File: config.mk
export PLATFORM = sky130hd
export DESIGN_NAME = argmax_layer
export DESIGN_NICKNAME = d
export VERILOG_FILES = /design/src/rtl/nn_pkg.sv /design/src/rtl/argmax_layer.sv
export SDC_FILE = /design/constraint.sdc
export NUM_CORES = 1
export LEC_CHECK = 0
export CORE_MARGIN = 3
export CORE_UTILIZATION = 29
export DETAILED_ROUTE_END_ITERATION = 12
export SETUP_SLACK_MARGIN = 0.02
export SLEW_MARGIN = 20
export SYNTH_ARGS = -nofsm -noshare
export SYNTH_HDL_FRONTEND = slang
export SYNTH_SLANG_ARGS = --single-unit
export TNS_END_PERCENT = 10
File: constraint.sdc
create_clock -name clock -period 6.5 [get_ports clock]
set_clock_uncertainty 0.15 [all_clocks]
set_input_delay 0.65 -clock clock [delete_from_list [all_inputs] [get_ports clock]]
set_output_delay 0.65 -clock clock [all_outputs]
set_load 0.1 [all_outputs]
File: src/rtl/nn_pkg.sv
// Shared definitions for layer-level blocks of the inference pipeline:
// the common layer FSM state type and an index-width helper.
package nn_pkg;

  // Layer-level control states, shared by any layer FSM that captures a
  // vector, works on it for a while and then presents a result.
  typedef enum logic [1:0] {
    IDLE = 2'b00,
    SCAN = 2'b01,
    DONE = 2'b10
  } layer_state_e;

  // Width needed to address n items. A single item still needs one bit so
  // that index ports never collapse to zero width.
  function automatic int index_width(input int n);
    int w;
    w = $clog2(n);
    return (w < 1) ? 1 : w;
  endfunction

endpackage

File: src/rtl/argmax_layer.sv
// Final classification stage. Captures the score vector from the last dense
// layer, scans it one element per clock with a single signed comparator, and
// reports the index and value of the largest score. Ties resolve to the
// lowest index because only a strictly greater score replaces the best.
module argmax_layer
  import nn_pkg::*;
#(
  parameter int DATA_WIDTH  = 32,
  parameter int NUM_INPUTS  = 10,
  localparam int INDEX_WIDTH = index_width(NUM_INPUTS)
) (
  input  logic                         clock,
  input  logic                         reset,
  input  logic                         input_ready,
  input  logic signed [DATA_WIDTH-1:0] inputs [NUM_INPUTS],
  output logic        [INDEX_WIDTH-1:0] index,
  output logic signed [DATA_WIDTH-1:0] max_value,
  output logic                         output_ready,
  output logic                         busy
);

  // Last position visited by the scan; reaching it finishes the vector.
  localparam logic [INDEX_WIDTH-1:0] LAST_IDX = INDEX_WIDTH'(NUM_INPUTS - 1);
  // Element 0 seeds the best value on capture, so scanning starts at 1. A
  // one-element build never scans, and the counter stays at 0.
  localparam logic [INDEX_WIDTH-1:0] FIRST_SCAN_IDX =
    (NUM_INPUTS > 1) ? INDEX_WIDTH'(1) : INDEX_WIDTH'(0);

  layer_state_e                 state_q, state_d;
  logic        [INDEX_WIDTH-1:0] counter_q, counter_d;
  logic signed [DATA_WIDTH-1:0]  best_value_q, best_value_d;
  logic        [INDEX_WIDTH-1:0] best_index_q, best_index_d;
  logic        [INDEX_WIDTH-1:0] index_q, index_d;
  logic signed [DATA_WIDTH-1:0]  max_value_q, max_value_d;

  // Private copy of the score vector so upstream changes during the scan
  // cannot disturb the result.
  logic signed [DATA_WIDTH-1:0]  captured_q [NUM_INPUTS];
  logic                          capture_en;

  logic signed [DATA_WIDTH-1:0]  scan_value;
  logic                          scan_greater;

  // Select the element under the scan counter and compare it with the best
  // so far; both operands are signed so the compare is two's complement.
  always_comb begin
    scan_value = captured_q[0];
    for (int i = 1; i < NUM_INPUTS; i++) begin
      if (counter_q == INDEX_WIDTH'(i)) begin
        scan_value = captured_q[i];
      end
    end
    scan_greater = (scan_value > best_value_q);
  end

  // Next-state logic for the capture / scan / report sequence.
  always_comb begin
    // NOTE: every signal gets a default before the case so no path leaves it
    // unassigned; a missing default here would infer a latch.
    state_d      = state_q;
    counter_d    = counter_q;
    best_value_d = best_value_q;
    best_index_d = best_index_q;
    index_d      = index_q;
    max_value_d  = max_value_q;
    capture_en   = 1'b0;

    unique case (state_q)
      IDLE: begin
        if (input_ready) begin
          capture_en   = 1'b1;
          best_value_d = inputs[0];
          best_index_d = '0;
          counter_d    = FIRST_SCAN_IDX;
          if (NUM_INPUTS == 1) begin
            // Nothing to scan: the only score is the result.
            state_d     = DONE;
            index_d     = '0;
            max_value_d = inputs[0];
          end else begin
            state_d = SCAN;
          end
        end
      end

      SCAN: begin
        if (scan_greater) begin
          best_value_d = scan_value;
          best_index_d = counter_q;
        end
        if (counter_q == LAST_IDX) begin
          // The final comparison lands in the outputs on the same edge.
          state_d     = DONE;
          index_d     = best_index_d;
          max_value_d = best_value_d;
        end else begin
          counter_d = counter_q + INDEX_WIDTH'(1);
        end
      end

      DONE: begin
        // The upstream flag is a level; only its release re-arms capture.
        if (!input_ready) begin
          state_d = IDLE;
        end
      end

      default: begin
        state_d = IDLE;
      end
    endcase
  end

  // Control state, scan bookkeeping and registered result.
  always_ff @(posedge clock or negedge reset) begin
    if (!reset) begin
      state_q      <= IDLE;
      counter_q    <= '0;
      best_value_q <= '0;
      best_index_q <= '0;
      index_q      <= '0;
      max_value_q  <= '0;
    end else begin
      // NOTE: non-blocking assignments so every register samples the values
      // from before this edge, independent of statement order.
      state_q      <= state_d;
      counter_q    <= counter_d;
      best_value_q <= best_value_d;
      best_index_q <= best_index_d;
      index_q      <= index_d;
      max_value_q  <= max_value_d;
    end
  end

  // Capture register bank, loaded once per accepted vector.
  always_ff @(posedge clock or negedge reset) begin
    if (!reset) begin
      // NOTE: this storage is reset on purpose so a discarded vector leaves
      // no trace; storage that needs no defined start value would skip it.
      for (int i = 0; i < NUM_INPUTS; i++) begin
        captured_q[i] <= '0;
      end
    end else if (capture_en) begin
      for (int i = 0; i < NUM_INPUTS; i++) begin
        captured_q[i] <= inputs[i];
      end
    end
  end

  assign index        = index_q;
  assign max_value    = max_value_q;
  assign output_ready = (state_q == DONE);
  assign busy         = (state_q == SCAN);

endmodule

==> flow_summary.yaml <==
placement:
  dpl_worst_slack_ns: 0.146
  port_buffers: 360
  hpwl_um: 53800
  gp_congestion: 0.912
  place_area_mm2: 0.0237
timing:
  finalMaxSlewViolations: 0
  holdWs_ns: -0.0173
  worst_pin_slew_ns: 1.06
  rsz0062_at_grt: "no"
  setup_viol: 0
  relSlewSlack_pct: 28.9
  min_period_ns: 6.15
  fin_ws_ns: 0.350
  hold_viol_final: 11
  fin_setup_tns_ns: 0
  max_freq_mhz: 163
  period_share_pct: 94.6
drt:
  route.detailed.drc: 0
  vias_per_cell: 5.04
  wl_um: 73600
  vias: 17400
  drt_iter0_markers: 1570
  wl_per_cell_um: 21.3
  ant_nets: 0
  firstDrtPassIters: 5
cells_and_area:
  fin_nets: 2915
  seqCellArea_mm2: 0.00996
  multi_input_area_mm2: 0.00852
  layout_common_cells: "nand2_1, dfrtp_1, clkdlybuf4s50_1"
  fill_cells: 6555
  final_layout_size_suffix_gt1_share_pct: 6.75
  design_area_mm2: 0.0253
  final_common_cell: "nand2_1"
  fin_util_pct: 38.9
  syn_to_final_growth_pct: 31.4
synthesis:
  yosys_warnings: 0
  synthArstFlopShare_pct: 100
  syn_area_mm2: 0.0193
  ys_ff_latch: 398
  synth_area_leaders: "dfrtp_1, nand2_1, ha_1"
  syn_nets: 2616
  synth_top_flop_cell: "dfrtp_1"
  yosys.area.top_type_share_pct: 51.7
  synth_top_area_cell: "dfrtp_1"
  synth_edf_count: 0
  syn_inst: 2257
  post_synth_num_cell_types: 52
  ys_seq_area_share_pct: 51.7
  syn_area_per_cell_um2: 8.54
clock_tree:
  post_cts_resized: 0
  cts_buffer_depth: 3
  clkLatencyLatePin_ns: 0.58
  clk_pin_slew_ns: 0.06
  cts_buffers: 46
  tritoncts: "built"
  postCtsSetupBuffers: 0
  clock-root-buffer: "clkbuf_16"
  postCtsHoldBufs: 0
  ctsHtreeMaxLevel: 2
  tritoncts_num_sinks: 398
grt:
  grtUsageTotal_pct: 20.4
  grt_first_pass_wirelength_um: 109000
  grt_antenna_before_repair: 8
  grt_pass1_vias: 17300
  grt_max_degree: 147
  overflow: 0
floorplan:
  ios: 361
  rows: 93
  die_h_um: 264
  die_area_mm2: 0.0696
  die_x_um: 264
  start_util_pct: 29.6
  core_area_mm2: 0.0652
setup_path:
  cpLargestDelayFamily: "compound AO/OA/AOI/OAI gates"
  cp_max_fo: 26
  cpPeakStageDelay_ns: 0.68
  crit_arrival_ns: 6.42
  critical_path_class: "register to register"
  startpoint_type: "register"
  cp-end-kind: "register"
  crit_slowest_cell: "or3b_2"
  reg2reg_slack_ns: 0.35
  crit_chain: "inv_1, ha_2, or3b_2, buf_4, mux2_2, mux2i_1, o211ai_1, a221oi_4, inv_1, ha_1, nand3_1, nor3_1, a31o_2, a21oi_1, a211oi_4, buf_4, and2_1, buf_4, a211oi_1"
  cp_common_cell: "buf_4"
  path_buf_inv: 5
  cp_data_required_time_ns: 6.77
status:
  status: "complete, but fails checks"
  violations: "negative hold slack"
power:
  p_per_area_mw_per_mm2: 600
  peakVddDrop_v: 0.000497
  leakage_nw: 12.3
flow_run:
  drv_cap: 0
hold_path:
  hold_class: "input pin to asynchronous set/reset pin"
## metrics by stage
step                std cells  total power, mW
finish                   3450             15.2
global placement         3362             12.2
global route             3447             16.2
floorplan                2257             9.65
detailed placement       3362             12.4
CTS                      3445             15.1
## synthesized netlist by cell type, types with 3 or more instances
| cell | instances |
|---|---|
| o22ai_1 | 8 |
| nand3b_1 | 5 |
| a21o_1 | 18 |
| mux2_4 | 11 |
| buf_6 | 4 |
| mux2_2 | 16 |
| and2_1 | 5 |
| o211ai_1 | 30 |
| a211oi_1 | 27 |
| ha_1 | 36 |
| buf_1 | 9 |
| nand2b_1 | 3 |
| inv_1 | 72 |
| and3_1 | 3 |
| nor2_1 | 92 |
| mux2i_1 | 30 |
| o31ai_1 | 4 |
| a22oi_1 | 45 |
| nand3_1 | 7 |
| a221oi_1 | 18 |
| o2111ai_1 | 9 |
| nand2_1 | 1028 |
| a221oi_2 | 22 |
| buf_2 | 16 |
| a221o_1 | 21 |
| o21ai_0 | 57 |
| nor2b_1 | 5 |
| nand4_1 | 7 |
| or3_1 | 7 |
| o221ai_1 | 28 |
| and3b_1 | 5 |
| a21oi_1 | 33 |
| nor3_1 | 35 |
| clkbuf_1 | 119 |
| dfrtp_1 | 398 |
| o21a_1 | 4 |
## state kept, by name, summed over array words and instances, names as in the netlist
signal,count
index,4
max_value,32
state_q,2
best_index_q,4
best_value_q,32
counter_q,4
captured_q,320
## power breakdown
part           internal, mW  leakage, nW  total, mW  switching, mW
registers              3.69         4.93       4.51          0.821
clock network          1.56        0.748       2.63           1.08
logic                  2.81         6.65       8.05           5.24
## worst paths after layout
path                              start              end  cells past startpoint
max in group asynchronous         reset  captured_q[267]                      2
min reg2reg                    index[3]         index[3]                      2
min                               reset   captured_q[59]                      1
min in group clock             index[3]         index[3]                      2
max reg2reg                counter_q[1]     max_value[0]                     19
max                        counter_q[1]     max_value[0]                     19
## worst register-to-register path: stages (launching register included)
cell and delay (ns):
dfrtp_1 0.43, inv_1 0.15, ha_2 0.35, or3b_2 0.68, buf_4 0.26, mux2_2 0.27, mux2i_1 0.41, o211ai_1 0.26
a221oi_4 0.50, inv_1 0.09, ha_1 0.28, nand3_1 0.11, nor3_1 0.32, a31o_2 0.22, a21oi_1 0.11, a211oi_4 0.41
buf_4 0.33, and2_1 0.17, buf_4 0.33, a211oi_1 0.15
## area by class of cell
cell class / count / area share [%]
clock buffer: 71 / 5.52
inverter: 72 / 1.07
sequential: 398 / 39.3
tap: 855 / 4.22
multi-input combinational: 1638 / 33.6
antenna: 4 / 0.0395
clock inverter: 12 / 0.460
timing repair buffer: 400 / 15.7
## kinds of logic after synthesis
family | after synthesis | synth area share (%)
XOR/XNOR | 2 | 0.0909
multiplexers | 58 | 3.41
flip-flops | 398 | 51.7
AND/OR/NAND/NOR | 1206 | 24.4
buffers and inverters | 221 | 4.65
adder cells (fa/ha/maj) | 36 | 2.34
AO/OA/AOI/OAI | 336 | 13.4
## layer usage
layer	track usage (%)	share of wire (%)	vias up
li1	-	-	8079
met1	30.1	47	8546
met2	30.2	44	636
met3	4.27	6.8	104
met4	5.31	2.5	10
met5	0	0.10	-
(Power assumes the default switching activity.)
